==> src/rtl/risc_v_pkg.sv <==
`default_nettype none
// ============================================================================
//  Module  : risc_v_pkg
//  Purpose : Shared constants for the RV32I load/store unit: data width,
//            funct3 access-size encodings and the controller state encoding.
//  Ports   : none (package)
//  Rev     : 1.0  initial release
// ============================================================================
package risc_v_pkg;

  localparam int DATA_W = 32;

  // RV32I funct3 encodings for loads/stores
  localparam logic [2:0] F3_B  = 3'b000;
  localparam logic [2:0] F3_H  = 3'b001;
  localparam logic [2:0] F3_W  = 3'b010;
  localparam logic [2:0] F3_BU = 3'b100;
  localparam logic [2:0] F3_HU = 3'b101;

  typedef enum logic [2:0] {
    S_IDLE   = 3'd0,
    S_LD_RD  = 3'd1,
    S_RMW_RD = 3'd2,
    S_ST_WR  = 3'd3,
    S_RESP   = 3'd4
  } lsu_state_t;

endpackage
`default_nettype wire

==> src/rtl/risc_v_lsu_align.sv <==
`default_nettype none
// ============================================================================
//  Module  : risc_v_lsu_align
//  Purpose : Combinational lane logic for the load/store unit.
//            - load_data  : byte/half/word picked from `word` by addr, then
//                           sign- or zero-extended according to funct3.
//            - store_word : `word` with the addressed lane(s) replaced by the
//                           low bits of `wdata` (whole `wdata` for SW).
//            - legal      : funct3 is a valid load encoding and the address is
//                           naturally aligned for the access size.
//  Ports   : funct3[2:0], addr[1:0], word[31:0], wdata[31:0] in;
//            load_data[31:0], store_word[31:0], legal out.
//  Rev     : 1.0  initial release
// ============================================================================
module risc_v_lsu_align
  import risc_v_pkg::*;
(
  input  logic [2:0]        funct3,
  input  logic [1:0]        addr,
  input  logic [DATA_W-1:0] word,
  input  logic [DATA_W-1:0] wdata,
  output logic [DATA_W-1:0] load_data,
  output logic [DATA_W-1:0] store_word,
  output logic              legal
);

  logic [7:0]  byte_sel;
  logic [15:0] half_sel;

  always_comb begin
    case (addr)
      2'd0:    byte_sel = word[7:0];
      2'd1:    byte_sel = word[15:8];
      2'd2:    byte_sel = word[23:16];
      default: byte_sel = word[31:24];
    endcase
    half_sel = addr[1] ? word[31:16] : word[15:0];
  end

  always_comb begin
    case (funct3)
      F3_B:    load_data = {{24{byte_sel[7]}}, byte_sel};
      F3_H:    load_data = {{16{half_sel[15]}}, half_sel};
      F3_W:    load_data = word;
      F3_BU:   load_data = {24'd0, byte_sel};
      F3_HU:   load_data = {16'd0, half_sel};
      default: load_data = '0;
    endcase
  end

  // Store lanes only depend on the size bits; the unsigned variants never
  // reach here as stores because they are rejected at acceptance.
  always_comb begin
    store_word = word;
    case (funct3[1:0])
      2'b00: begin
        case (addr)
          2'd0:    store_word[7:0]   = wdata[7:0];
          2'd1:    store_word[15:8]  = wdata[7:0];
          2'd2:    store_word[23:16] = wdata[7:0];
          default: store_word[31:24] = wdata[7:0];
        endcase
      end
      2'b01: begin
        if (addr[1]) store_word[31:16] = wdata[15:0];
        else         store_word[15:0]  = wdata[15:0];
      end
      default: store_word = wdata;
    endcase
  end

  always_comb begin
    case (funct3)
      F3_B, F3_BU: legal = 1'b1;
      F3_H, F3_HU: legal = ~addr[0];
      F3_W:        legal = (addr == 2'b00);
      default:     legal = 1'b0;
    endcase
  end

endmodule
`default_nettype wire

==> src/rtl/risc_v_load_store_unit.sv <==
`default_nettype none
// ============================================================================
//  Module  : risc_v_load_store_unit
//  Purpose : RV32I byte/half/word load/store unit in front of a word-addressed
//            memory (synchronous write, combinational read). Sub-word stores
//            are done as read-modify-write; illegal or misaligned requests
//            return an error without touching memory.
//  Ports   : clk, rst (async, active high)
//            req_valid/req_ready, req_we, req_funct3, req_addr, req_wdata
//            rsp_valid (1-cycle pulse), rsp_rdata, rsp_err
//            mem_addr, mem_din, mem_we (out), mem_dout (in)
//  Rev     : 1.0  initial release
// ============================================================================
module risc_v_load_store_unit #(
  parameter int ADDR_W = 32,
  parameter int DATA_W = 32   // only 32 is supported
) (
  input  logic              clk,
  input  logic              rst,
  input  logic              req_valid,
  output logic              req_ready,
  input  logic              req_we,
  input  logic [2:0]        req_funct3,
  input  logic [ADDR_W-1:0] req_addr,
  input  logic [DATA_W-1:0] req_wdata,
  output logic              rsp_valid,
  output logic [DATA_W-1:0] rsp_rdata,
  output logic              rsp_err,
  output logic [ADDR_W-1:0] mem_addr,
  output logic [DATA_W-1:0] mem_din,
  output logic              mem_we,
  input  logic [DATA_W-1:0] mem_dout
);

  import risc_v_pkg::lsu_state_t;
  import risc_v_pkg::S_IDLE;
  import risc_v_pkg::S_LD_RD;
  import risc_v_pkg::S_RMW_RD;
  import risc_v_pkg::S_ST_WR;
  import risc_v_pkg::S_RESP;
  import risc_v_pkg::F3_W;

  lsu_state_t        state;
  logic [2:0]        r_f3;
  logic [ADDR_W-1:0] r_addr;
  logic [DATA_W-1:0] r_wdata;
  logic [DATA_W-1:0] merge;
  logic [DATA_W-1:0] rdata_q;
  logic              err_q;

  logic              accept;
  logic              legal_req;
  logic [2:0]        al_f3;
  logic [1:0]        al_addr;
  logic [DATA_W-1:0] al_word;
  logic [DATA_W-1:0] al_load;
  logic [DATA_W-1:0] al_store;
  logic              al_legal;

  assign req_ready = (state == S_IDLE) & ~rst;
  assign accept    = req_valid & req_ready;

  // One aligner serves both phases: in IDLE it judges the incoming request,
  // afterwards it works on the latched request. The word input is the live
  // memory read during a load and the captured word during a store merge.
  assign al_f3   = (state == S_IDLE) ? req_funct3 : r_f3;
  assign al_addr = (state == S_IDLE) ? req_addr[1:0] : r_addr[1:0];
  assign al_word = (state == S_LD_RD) ? mem_dout : merge;

  risc_v_lsu_align u_align (
    .funct3     (al_f3),
    .addr       (al_addr),
    .word       (al_word),
    .wdata      (r_wdata),
    .load_data  (al_load),
    .store_word (al_store),
    .legal      (al_legal)
  );

  // The aligner accepts every load encoding; stores additionally exclude
  // the unsigned variants (funct3[2] set).
  assign legal_req = al_legal & ~(req_we & req_funct3[2]);

  always_ff @(posedge clk or posedge rst) begin
    if (rst) begin
      state   <= S_IDLE;
      r_f3    <= '0;
      r_addr  <= '0;
      r_wdata <= '0;
      merge   <= '0;
      rdata_q <= '0;
      err_q   <= 1'b0;
    end else begin
      case (state)
        S_IDLE: begin
          if (accept) begin
            r_f3    <= req_funct3;
            r_addr  <= req_addr;
            r_wdata <= req_wdata;
            if (!legal_req) begin
              rdata_q <= '0;
              err_q   <= 1'b1;
              state   <= S_RESP;
            end else if (!req_we) begin
              state   <= S_LD_RD;
            end else if (req_funct3 == F3_W) begin
              state   <= S_ST_WR;
            end else begin
              state   <= S_RMW_RD;
            end
          end
        end
        S_LD_RD: begin
          rdata_q <= al_load;
          err_q   <= 1'b0;
          state   <= S_RESP;
        end
        S_RMW_RD: begin
          merge <= mem_dout;
          state <= S_ST_WR;
        end
        S_ST_WR: begin
          rdata_q <= '0;
          err_q   <= 1'b0;
          state   <= S_RESP;
        end
        S_RESP: begin
          state <= S_IDLE;
        end
        default: begin
          state <= S_IDLE;
        end
      endcase
    end
  end

  // Memory-side and response strobes are pure decodes of the state register,
  // so reset forces them inactive without waiting for a clock.
  assign mem_we    = (state == S_ST_WR);
  assign rsp_valid = (state == S_RESP);
  assign mem_addr  = (state == S_LD_RD || state == S_RMW_RD || state == S_ST_WR)
                     ? {r_addr[ADDR_W-1:2], 2'b00} : '0;
  // For SW the aligner passes r_wdata straight through as the store word.
  assign mem_din   = mem_we ? al_store : '0;
  assign rsp_rdata = rdata_q;
  assign rsp_err   = err_q;

endmodule
`default_nettype wire

==> config.mk <==
export PLATFORM = sky130hd
export DESIGN_NAME = risc_v_load_store_unit
export DESIGN_NICKNAME = d
export VERILOG_FILES = /design/src/rtl/risc_v_pkg.sv /design/src/rtl/risc_v_lsu_align.sv /design/src/rtl/risc_v_load_store_unit.sv
export SDC_FILE = /design/constraint.sdc
export NUM_CORES = 1
export LEC_CHECK = 0
export ABC_AREA = 1
export CAP_MARGIN = 20
export CORE_ASPECT_RATIO = 0.7
export CORE_MARGIN = 3
export CORE_UTILIZATION = 34
export CTS_BUF_LIST = sky130_fd_sc_hd__clkbuf_4 sky130_fd_sc_hd__clkbuf_8
export DETAILED_ROUTE_END_ITERATION = 8
export MAX_ROUTING_LAYER = met4
export SYNTH_ARGS = -nofsm -noshare
export SYNTH_HDL_FRONTEND = slang
export SYNTH_SLANG_ARGS = --single-unit
==> constraint.sdc <==
create_clock -name clk -period 4.34 [get_ports clk]
set_input_delay 0.868 -clock clk [delete_from_list [all_inputs] [get_ports clk]]
set_output_delay 0.868 -clock clk [all_outputs]
set_load 0.05 [all_outputs]
==> Yosys cells after proc, flatten, opt, wreduce, memory -nomap -nowiden <==
Index checks and enable logic that the tools add are counted.
{ "op_classes": {"add_sub_neg": 0, "mul": 0, "div": 0, "order_cmp": 0, "n_eq_ne": 14, "n_shift": 0, "mux": 27, "bitwise": 7, "reduce_logical": 15} }
{ "ops": {"columns": ["cell", "n"], "rows": [
  ["$mux 32", 5],
  ["$pmux 32 s5", 1],
  ["$pmux 32 s3", 1],
  ["$pmux 32 s2", 1],
  ["$mux 16", 3],
  ["$mux 8", 4],
  ["$pmux 8 s3", 1],
  ["$eq 3x2->1 const B", 4],
  ["$eq 3x3->1 const B", 3],
  ["$mux 3", 3],
  ["$pmux 3 s3", 1],
  ["$eq 3x1->1 const B", 2],
  ["$logic_not 3->1", 2],
  ["$reduce_and 3->1", 2],
  ["$reduce_or 2->1", 3],
  ["$and 1x1->1", 4],
  ["$eq 2x1->1 const B", 2],
  ["$logic_not 2->1", 2],
  ["$mux 2", 2],
  ["$ne 2x2->1 const B", 2],
  ["$mux 1", 3],
  ["$not 1->1", 3],
  ["$pmux 1 s3", 1],
  ["$reduce_bool 3->1", 1],
  ["6 further kinds", 7]
]} }
{ "totals": {"reg_bits": 135, "latchBits": 0, "ram_bits": 0, "mem_bits_ro": 0, "in_bits": 103, "out_inout_bits": 100, "wordCells": 70, "n_memories": 0} }

==> Depth between registers and ports, before layout <==
Gate-level depths: netlist of the first run.
{ "logic_depth": {"ltp_word": 9, "depth_mapped": 14, "ltp_nobuf": 12} }

==> Hierarchy <==
From an unflattened synthesis of the first run, not the netlist that was laid out.
{ "hier_totals": {"hier_cells": 1249, "hier_area_um2": 8313.0} }
{ "by_module_without_submodules": {"columns": ["mod", "n_inst", "cells_each", "area_per_inst_um2"], "rows": [
  ["risc_v_load_store_unit", 1, 812, 6287.3],
  ["risc_v_lsu_align", 1, 437, 2025.7]
]} }

==> Least setup slack after synthesis of the first run <==
Ideal clock, no wire load.
{ "synth_path": {"path_type": "input to output", "start": "in req_funct3[0]", "end": "out mem_din[10]", "t_arrival_ns": 2.818, "required_time_ns": 3.472, "path_slack_ns": 0.654, "path_stages": 8, "path_buffers": 1, "path_cell_list": "inv_1 -> nand3_1 -> nand2_2 -> buf_4 -> nand2_1 -> nand2_1 -> o21ai_0 -> a211oi_1"} }
{ "synth_between": {"elab_chain_cells": 4, "word_cells_on_any_way": 5, "cone_classes": "eq/ne: 1; mux: 3; reduce/logical: 1"} }
{ "synth_lines": {"columns": ["element", "line", "text"], "rows": [
  ["from (decl)", "risc_v_load_store_unit.sv:23", "input logic [2:0] req_funct3,"],
  ["$mux 3 (*)", "risc_v_load_store_unit.sv:66", "assign al_f3 = (state == S_IDLE) ? req_funct3 : r_f3;"],
  ["$eq 2x1->1 / $logic_not 2->1 (equally long branches)", "risc_v_lsu_align.sv:55", "case (funct3[1:0])"],
  ["$pmux 32 s2 (*)", "risc_v_lsu_align.sv:55", null],
  ["$mux 32 (*)", "risc_v_load_store_unit.sv:144", "assign mem_din = mem_we ? al_store : '0;"],
  ["to (decl)", "risc_v_load_store_unit.sv:30", "output logic [DATA_W-1:0] mem_din,"]
]} }
Every way passes the cells marked *; elsewhere a longest branch is shown, timed or not.

==> Worst setup path after layout of the first run <==
{ "layout_path": {"start": "reg state[2]", "end": "out mem_din[12]"} }
{ "layout_between": {"elab_chain_cells": 6, "word_cells_on_any_way": 13, "cone_classes": "eq/ne: 4; mux: 7; reduce/logical: 2"} }
{ "layout_lines": {"columns": ["element", "line", "text"], "rows": [
  ["from (decl)", "risc_v_load_store_unit.sv:43", "lsu_state_t state;"],
  ["from (signal assigned)", "risc_v_load_store_unit.sv:86", "state <= S_IDLE;"],
  ["from (signal assigned)", "risc_v_load_store_unit.sv:103", "state <= S_RESP;"],
  ["from (signal assigned)", "risc_v_load_store_unit.sv:105", "state <= S_LD_RD;"],
  ["$logic_not 3->1", "risc_v_load_store_unit.sv:66, risc_v_load_store_unit.sv:67", null],
  ["$mux 2", "risc_v_load_store_unit.sv:67", "assign al_addr = (state == S_IDLE) ? req_addr[1:0] : r_addr[1:0];"],
  ["$eq 2x1->1", "risc_v_lsu_align.sv:57", "case (addr)"],
  ["$mux 8", "risc_v_lsu_align.sv:57", null],
  ["$pmux 32 s2", "risc_v_lsu_align.sv:55", null],
  ["$mux 32 (*)", "risc_v_load_store_unit.sv:144", null]
]} }
Marks and branches as above.

==> results of run 1 <==
## cells by family after synthesis
logic type | Yosys count | share of synthesized area
AOI/OAI and AO/OA | 192 | 0.139
DFF | 135 | 0.446
muxes | 24 | 0.0357
buffers and inverters | 165 | 0.0914
and+or+nand+nor | 542 | 0.287
other | 1 | 0.000495
## critical path, stage by stage (launching register included)
cell	delay, ps
dfrtp_1	390
inv_2	200
nand3_1	670
o21ai_1	770
inv_1	130
a21oi_1	180
nor3_1	60
buf_4	150
buf_12	140
## placed cells by master, fill, tap and decap left out, drive strengths merged
cell type | Yosys | final
a211oi | 2 | 2
a21oi | 60 | 60
a31oi | 8 | 8
buf | 33 | 61
bufinv | 0 | 1
clkbuf | 27 | 17
clkdlybuf4s50 | 0 | 168
clkinv | 0 | 3
clkinvlp | 0 | 2
conb | 1 | 2
dfrtp | 135 | 135
diode | 0 | 1
inv | 105 | 114
mux2 | 24 | 24
nand2 | 350 | 350
nand3 | 37 | 37
nand4 | 9 | 9
nor2 | 144 | 144
nor3 | 2 | 2
o211ai | 26 | 26
o21ai | 95 | 95
o221ai | 1 | 1
## layout make-up
type,count,area share
Inverter,105,0.0376
Tap cell,276,0.0326
Antenna cell,1,0.000236
Timing Repair Buffer,229,0.242
Clock inverter,15,0.0146
Multi-Input combinational cell,760,0.332
Sequential cell,135,0.319
Clock buffer,17,0.0221
## how the worst max path moves through the flow
stage                        startpoint          end  slack (ps)  cells after the start
after floorplan           req_funct3[0]  mem_din[10]         650                      8
after global placement      req_addr[1]  mem_din[10]         420                     10
after detailed placement    req_addr[1]  mem_din[10]         390                     10
after CTS                      state[2]  mem_din[12]         310                      8
after global routing           state[2]  mem_din[12]          60                      8
final                          state[2]  mem_din[12]         320                      8
## metrics by stage
stage / power [µW] / hold WS (ps) / area, µm² / utilization
global placement: 8050 / 461 / 10200 / 0.479
detailed placement: 8070 / 464 / 10200 / 0.479
global route: 9930 / 506 / 10600 / 0.497
floorplan: 6150 / 448 / 7580 / -
CTS: 9170 / 489 / 10600 / 0.497
finish: 9190 / 486 / 10600 / 0.497
## registers in the layout (all words and copies together), names as in the netlist
signal and cells:
rsp_rdata 32, r_wdata 32, rsp_err 1, r_f3 3, r_addr 32, merge 32
state 3
## power breakdown
part | internal [µW] | total (µW) | switching [µW]
Sequential | 1830 | 2170 | 338
Combinational | 1830 | 5960 | 4140
Clock | 477 | 1060 | 587
## routing by layer
layer,vias up,routed length (µm)
met2,320,11000
met1,3559,13300
met4,0,326
li1,3742,-
met3,24,2150
met5,-,0
==> reports/results.ini, run 1 <==
[logic_synthesis]
synthTopCellsByArea = dfrtp_1 45%, nand2_1 17%, nor2_1 6.9%, o21ai_0 5.5%, inv_1 5.0%
yosys_warnings = 0
ys_async_sr_fraction = 1.00
yosysTopAreaCell = dfrtp_1
avgSynthCellArea_um2 = 7.15
ys.flop_type = dfrtp_1
netlist_area_mm2 = 0.00757
yosys-top-cells-count = 344 x nand2_1, 139 x nor2_1, 135 x dfrtp_1
synth-edff-count = 0
synth.distinct_cells = 28
synthCells = 1059
yosysMostFrequentCell = nand2_1
ys_seq_elements = 135
ys_seq_area_frac = 0.446
synth_top_area_frac = 0.446

[setup_path]
path_class = reg -> out
crit_arrival_ps = 3150
r2r_slack_ps = 1390
cp-start-kind = register
cp-end-kind = primary output
r2r_cells = 10
reg2reg_from = state[1]
critPathRequiredTime_ps = 3470
critPathMaxFanout = 25
r2r_end = rsp_rdata[29]

[clocking]
clock_path_buffers = 2
path_clk_slew_ps = 90
tritoncts = done
htreeDepth = 4
cts.root.buffer_cell = clkbuf_8
clock_latency_ps = 460
holdBufCountCts = 0
cts_setup_buffers = 0
clock-sinks = 135
cts_resized = 0
numCtsBuffers = 17

[timing]
fin_skew_ps = 17.8
grt_setup_unrepaired = false
setup_tns_ps = 0
setup_violations = 0
finalHoldViolCount = 0
fin_crit_ps = 4020
finalMaxSlewViolations = 0
min_period_over_period = 0.926
worst_slew_pin_slew_ps = 970
fmax_mhz = 249
layout_setup_ws_ps = 321
slew_headroom = 0.346

[route]
wl_per_cell_um = 17.4
drc_errors = 0
via_per_inst = 4.97
drt_iter0_markers = 728
antenna_left = 0
vias = 7645
routed_wl_um = 26800
dr.pass1.iters = 6

[placed_design]
hpwl_um = 20000
dpl_worst_slack_ps = 388
dp.cells = 1505
routabilityCongestion = 1.01
io_buffers = 200

[floorplan]
ioPinCount = 203
initial_core_util = 0.355
fp.dieArea_mm2 = 0.0241
die_w_um = 184
die_y_um = 131
rows = 44
core_area_mm2 = 0.0213

[power]
p_per_area_mw_per_mm2 = 868
ir_drop_mv = 0.388
leakage_uw = 0.00522

[grt]
antenna_found_initial = 1
grtUsageMet2 = 0.319
grt-busiest-layer = met1
use_met1 = 0.348
grt_pass1_vias = 7280
track_usage = 0.233
overflow = 0
grt_max_degree = 68
grtUsageMet3 = 0.0517
grt_pass1_wl_um = 41600

[hold_path]
hold_path_depth = 2
worstHoldStart = rsp_rdata[18]
hold_class = reg -> reg
holdPathEnd = rsp_rdata[18]

[finish]
nNetsFinal = 1351
stdcell_count = 1538
seq_area_mm2 = 0.00338
area_delta_synth_final_pct = 40.0
fillCellCount = 2117
multiInputGateArea_mm2 = 0.00352
drive_gt1_frac = 0.111

[flow_run]
drv_cap = 0

[run_status]
status = complete, no violations

Power figures use the tool's default switching activity.
==> run 2, diff against run 1 <==
--- a/config.mk
+++ b/config.mk
@@ -7,12 +7,13 @@
 export LEC_CHECK = 0
 export ABC_AREA = 1
 export CAP_MARGIN = 20
-export CORE_ASPECT_RATIO = 0.7
+export CORE_ASPECT_RATIO = 1.25
 export CORE_MARGIN = 3
-export CORE_UTILIZATION = 34
+export CORE_UTILIZATION = 40
 export CTS_BUF_LIST = sky130_fd_sc_hd__clkbuf_4 sky130_fd_sc_hd__clkbuf_8
 export DETAILED_ROUTE_END_ITERATION = 8
 export MAX_ROUTING_LAYER = met4
+export PLACE_DENSITY = 0.71
 export SYNTH_ARGS = -nofsm -noshare
 export SYNTH_HDL_FRONTEND = slang
 export SYNTH_SLANG_ARGS = --single-unit
==> run 2 against run 1 <==
  * Clock skew down 3.9 ps
  * Highest routed layer unchanged
  * Register-to-register slack improved by 100 ps
  * Maximum frequency up 4.8%
  * Worst hold slack got worse by 6.3 ps
  * Critical path type unchanged
  * Global-route usage rose by 1.2 points
  * Critical path depth up 2
  * Final area hardly changed
  * Routed wire length shrank 8.7%
  * Clock-buffer cell count grew 5
  * Sequential share of layout area about the same
  * Power down 0.34%
  * Setup slack better by 190 ps
==> reports/results.ini, run 2 (same netlist as run 1, synthesis figures left out) <==
[run_status]
status = complete, no violations

[setup_path]
cp-end-kind = primary output
timing.critical_path.cells = inv_2 -> nand2_1 -> nor2_4 -> buf_4 -> nand2_1 -> o21ai_0 -> nand2_1 -> o211ai_1 -> a31oi_1 -> buf_12
crit_arrival_ps = 2970  ; -180 ps
path_class = reg -> out
critPathRequiredTime_ps = 3470  ; about the same
worst_path_max_delay_cell = nor2_4
cpMostUsedCell = nand2_1
critPathMaxFanout = 30  ; +20%
cp-start-kind = register
cpPeakStageDelay_ps = 490  ; -280 ps

[floorplan]
initial_core_util = 0.413  ; +0.0582
die_y_um = 160  ; +22%
die_w_um = 129  ; -30%
rows = 55  ; +25%
ioPinCount = 203  ; unchanged
core_area_mm2 = 0.0183  ; -14%
fp.dieArea_mm2 = 0.0206  ; -15%

[clocking]
clock_latency_ps = 460  ; about the same
cts.root.buffer_cell = clkbuf_8
cts_setup_buffers = 0  ; unchanged
tritoncts = done
holdBufCountCts = 0  ; unchanged
numCtsBuffers = 17  ; unchanged
cts_resized = 0  ; unchanged
htreeDepth = 4  ; unchanged
path_clk_slew_ps = 80  ; about the same
clock_path_buffers = 2  ; unchanged
clock-sinks = 135  ; unchanged

[power]
internal_power_uw = 4300  ; +4.1%
share_comb_of_total_power = 0.639  ; -0.009
leakage_uw = 0.00524  ; +0.36%
switchingPower_uw = 4860  ; -3.9%
switching_share = 0.531  ; -0.0198
p_per_area_mw_per_mm2 = 865  ; -0.27%
clockPowerShare = 0.126  ; +0.010
ir_drop_mv = 0.504  ; +30%
sequentialPowerShare = 0.236  ; about the same

[timing]
hold_ws_ps = 479  ; -6.31 ps
min_period_over_period = 0.883  ; -0.0428
finalMaxSlewViolations = 0  ; unchanged
setup_tns_ps = 0  ; unchanged
fin_skew_ps = 13.9  ; -3.91 ps
fmax_mhz = 261  ; +4.8%
setup_violations = 0  ; unchanged
slew_headroom = 0.325  ; -0.0215
worst_slew_pin_slew_ps = 1000  ; +31.9 ps
finalHoldViolCount = 0  ; unchanged
grt_setup_unrepaired = false
fin_crit_ps = 3830  ; -186 ps

[route]
dr.pass1.iters = 5  ; -1
drt_iter0_markers = 612  ; -16%
wl_per_cell_um = 16.4  ; -5.7%
drt-met1-wl_um = 10400  ; -22%
routed_wl_um = 24500  ; -8.7%
via_per_inst = 5.05  ; +1.6%
highest-signal-layer = met4
wl_met2_um = 11600  ; +5.2%
wl_met3_um = 1480  ; -31%
drc_errors = 0  ; unchanged
vias = 7527  ; -1.5%
antenna_left = 0  ; unchanged

[grt]
grt_pass1_vias = 7252  ; -0.38%
grt_pass1_wl_um = 38500  ; -7.6%
grt_max_degree = 82  ; +21%
antenna_found_initial = 0  ; -1
overflow = 0  ; unchanged
track_usage = 0.245  ; +0.0122

[hold_path]
hold_class = reg -> reg

[placed_design]
routabilityCongestion = 0.954  ; -5.3%
hpwl_um = 18000  ; -10%
io_buffers = 200  ; unchanged
placed_area_mm2 = 0.0101  ; -0.54%

[finish]
final_common_cell = nand2_1
nNetsFinal = 1352  ; +0.074%
fin_area_mm2 = 0.0106  ; about the same
layout_common_cells = 343 x nand2_1, 168 x clkdlybuf4s50_1, 139 x nor2_1
area_delta_synth_final_pct = 39.9  ; about the same
diodes = 0  ; -1
drive_gt1_frac = 0.111  ; about the same

[flow_run]
drv_cap = 0  ; unchanged

-- run 2: changes by cell type in the layout (fill, tap and decap cells not counted), moves of 2 or more --
cell / delta
clkbuf_8: +4
bufinv_16: +2
inv_8: -3
inv_6: -6
clkinvlp_4: +3
-- run 2: critical path: cells and delay by family (launching register included) --
family,cells,cell delay [ps]
simple gates,4,810
buf+inv,3,660
compound gates,3,640
flops,1,390
-- run 2: final cells by class --
type / instances / area [µm²]
clock buffers: 22 / 297
fillers: 1774 / 7720
flip-flops and latches: 135 / 3380
clock inverters: 10 / 143
multi-input cells: 760 / 3510
inverters: 105 / 398
repair buffers: 230 / 2570
well taps: 228 / 285
-- run 2: metal layers --
layer,global-route usage,up-vias
li1,-,3739
met1,0.307,3446
met2,0.379,286
met3,0.0559,56
met4,0.109,0
met5,-,-
-- run 2: power groups by stage --
stage	Combinational [µW]	Sequential, µW	Clock [µW]
2_1_floorplan	3720	2430	0
3_3_place_gp	5740	2160	0
3_5_place_dp	5790	2180	0
4_1_cts	5820	2160	1180
5_1_grt	6430	2230	1230
6_report	5850	2160	1150
-- run 2: final timing paths --
kind,startpoint,endpoint,slack (ps),depth (start not counted)
worst max-delay path,state[2],mem_din[22],510,10
worst min-delay path,rsp_rdata[24],rsp_rdata[24],480,2
worst max register to register,state[0],rsp_rdata[9],1490,10
worst min register to register,rsp_rdata[24],rsp_rdata[24],480,2
max in group asynchronous,rst,rsp_rdata[6],2800,3
min in group asynchronous,rst,r_addr[23],930,3
-- run 2: per-stage QoR --
step / cells / power (µW) / util / setup slack [ps]
2_1_floorplan: 1060 / 6150 / - / 654
3_3_place_gp: 1458 / 7900 / 0.554 / 542
3_5_place_dp: 1458 / 7970 / 0.554 / 545
4_1_cts: 1490 / 9150 / 0.578 / 496
5_1_grt: 1490 / 9890 / 0.578 / 214
6_report: 1490 / 9160 / 0.578 / 507
==> run 3, diff against run 2 <==
--- a/config.mk
+++ b/config.mk
@@ -9,11 +9,12 @@
 export CAP_MARGIN = 20
 export CORE_ASPECT_RATIO = 1.25
 export CORE_MARGIN = 3
-export CORE_UTILIZATION = 40
+export CORE_UTILIZATION = 46
 export CTS_BUF_LIST = sky130_fd_sc_hd__clkbuf_4 sky130_fd_sc_hd__clkbuf_8
 export DETAILED_ROUTE_END_ITERATION = 8
 export MAX_ROUTING_LAYER = met4
-export PLACE_DENSITY = 0.71
+export PLACE_DENSITY = 0.8
+export SETUP_SLACK_MARGIN = 0.2
 export SYNTH_ARGS = -nofsm -noshare
 export SYNTH_HDL_FRONTEND = slang
 export SYNTH_SLANG_ARGS = --single-unit
==> run 3 against run 2 <==
  * Setup slack worse by 140 ps
  * Die area down 13%
  * First-iteration DRC count up 30%
  * Register-to-register slack worse by 90 ps
  * Combinational power down 2%
  * Clock power down 7%
  * Routed wire length down 2.4%
  * Worst hold slack worse by 3.8 ps
  * Via count up 2.0%
  * Critical endpoint is now mem_din[10]
==> reports/results.ini, run 3 (same netlist as run 1, synthesis figures left out) <==
[finish]
fillCellCount = 1422  ; -20%
seq_area_mm2 = 0.00338  ; unchanged
drive_gt1_frac = 0.110  ; -0.00141
layout_common_cells = 343 x nand2_1, 168 x clkdlybuf4s50_1, 139 x nor2_1
nNetsFinal = 1350  ; -0.15%
diodes = 0  ; unchanged
multiInputGateArea_mm2 = 0.00351  ; unchanged
area_delta_synth_final_pct = 39.0
final_common_cell = nand2_1

[timing]
finalHoldViolCount = 0  ; unchanged
grt_setup_unrepaired = false
slew_headroom = 0.420  ; +0.0957
fin_crit_ps = 3970  ; +139 ps
fin_skew_ps = 9.06  ; -4.82 ps
setup_violations = 0  ; unchanged
worst_slew_pin_slew_ps = 860  ; -142 ps
finalMaxSlewViolations = 0  ; unchanged
setup_tns_ps = 0  ; unchanged
min_period_over_period = 0.915  ; +0.0321
fmax_mhz = 252  ; -3.5%

[clocking]
holdBufCountCts = 0  ; unchanged
numCtsBuffers = 17  ; unchanged
clock_latency_ps = 450  ; about the same
path_clk_slew_ps = 70  ; about the same
cts_resized = 0  ; unchanged
clock-sinks = 135  ; unchanged
cts.root.buffer_cell = clkbuf_8
clock_path_buffers = 2  ; unchanged
cts_setup_buffers = 0  ; unchanged
tritoncts = done
htreeDepth = 4  ; unchanged

[power]
total_power_uw = 8990  ; -1.9%
clockPowerShare = 0.119  ; -0.007
leakage_uw = 0.00522  ; -0.25%
p_per_area_mw_per_mm2 = 854  ; -1.3%
switching_share = 0.530  ; about the same
internal_power_uw = 4220  ; -1.8%
share_comb_of_total_power = 0.640  ; about the same
sequentialPowerShare = 0.241  ; +0.005
ir_drop_mv = 0.541  ; +7.4%
switchingPower_uw = 4770  ; -2.0%

[setup_path]
cpPeakStageDelay_ps = 600  ; +110 ps
crit_arrival_ps = 3100  ; +130 ps
path_class = reg -> out
critPathRequiredTime_ps = 3470  ; about the same
timing.critical_path.cells = inv_2 -> nand2_1 -> nor2_1 -> buf_4 -> buf_4 -> o21ai_0 -> a211oi_1 -> buf_4 -> buf_12
cp-end-kind = primary output
critPathMaxFanout = 14  ; -53%
worst_path_max_delay_cell = nor2_1
r2r_cells = 11  ; +1
cpMostUsedCell = buf_4
cp-start-kind = register

[grt]
antenna_found_initial = 0  ; unchanged
use_met1 = 0.335  ; +0.0276
grtUsageMet2 = 0.440  ; +0.0617
grtUsageMet3 = 0.0609  ; +0.00500
grt_max_degree = 136  ; +66%
track_usage = 0.276  ; +0.0307
grt-busiest-layer = met2
grt_pass1_vias = 7341  ; +1.2%
overflow = 0  ; unchanged
grt_pass1_wl_um = 37800  ; -1.8%

[floorplan]
rows = 51  ; -7.3%
initial_core_util = 0.478  ; +0.0648
die_w_um = 121  ; -6.4%
core_area_mm2 = 0.0158  ; -14%
fp.dieArea_mm2 = 0.0180  ; -13%
ioPinCount = 203  ; unchanged
die_y_um = 149  ; -6.5%

[placed_design]
hpwl_um = 17600  ; -2.0%
routabilityCongestion = 0.973  ; +2.0%
io_buffers = 200  ; unchanged

[route]
drt_iter0_markers = 796  ; +30%
dr.pass1.iters = 5  ; unchanged
antenna_left = 0  ; unchanged
wl_per_cell_um = 16.2  ; -1.2%
vias = 7679  ; +2.0%
routed_wl_um = 23900  ; -2.4%
via_per_inst = 5.22  ; +3.3%
drc_errors = 0  ; unchanged

[run_status]
status = complete, no violations

[flow_run]
drv_cap = 0  ; unchanged

[hold_path]
hold_class = reg -> reg
hold_path_depth = 2  ; unchanged

==> run 3: changes by cell type in the layout (fill, tap and decap cells not counted), sizes merged <==
cell / change
buf: -2
bufinv: -1
clkbuf: +2
clkinv: +2
clkinvlp: -2
inv: -1
==> run 3: power groups by stage <==
| stage | Combinational (µW) | Clock, µW | Sequential (µW) |
|---|---|---|---|
| after floorplan | 3720 | 0 | 2430 |
| after global placement | 5600 | 0 | 2150 |
| after detailed placement | 5680 | 0 | 2180 |
| after CTS | 5710 | 1090 | 2160 |
| after global routing | 6320 | 1140 | 2220 |
| final | 5750 | 1070 | 2160 |
==> run 3: through the flow <==
stage | setup WS, ps | hold slack (ps) | instances | utilization | instance area (µm²)
floorplan | 654 | 448 | 1060 | - | 7580
global placement | 477 | 456 | 1440 | 0.639 | 10100
detailed placement | 484 | 460 | 1440 | 0.639 | 10100
CTS | 426 | 477 | 1472 | 0.665 | 10500
global route | 246 | 498 | 1472 | 0.665 | 10500
finish | 368 | 476 | 1472 | 0.665 | 10500
==> run 3: worst max-delay path, delay by kind of cell (launching register included) <==
family                 cells  cell delay [ps]
AO/OA/AOI/OAI              2              460
buffers and inverters      5             1020
flip-flops                 1              400
AND/OR/NAND/NOR            2              770
==> run 3: per-layer routing <==
| layer | part of all wire | vias up |
|---|---|---|
| met3 | 0.079 | 65 |
| met5 | 0 | - |
| met4 | 0.041 | 0 |
| met2 | 0.49 | 308 |
| met1 | 0.39 | 3566 |
| li1 | - | 3740 |
==> run 3: path summary, 6_finish.rpt <==
path                               from            end  slack [ps]
hold reg to reg            rsp_rdata[2]   rsp_rdata[2]         480
setup reg to reg               state[2]  rsp_rdata[23]        1400
max in group asynchronous           rst      r_addr[9]        2770
hold / removal             rsp_rdata[2]   rsp_rdata[2]         480
setup / recovery               state[2]    mem_din[10]         370
min in group asynchronous           rst        rsp_err        1000
==> run 3: cell type report <==
| cell class | count | share of cell area |
|---|---|---|
| Clock buffer | 24 | 0.0296 |
| Clock inverter | 8 | 0.00904 |
| Inverter | 105 | 0.0378 |
| Multi-Input combinational cell | 760 | 0.334 |
| Sequential cell | 135 | 0.321 |
| Tap cell | 212 | 0.0252 |
| Timing Repair Buffer | 228 | 0.243 |
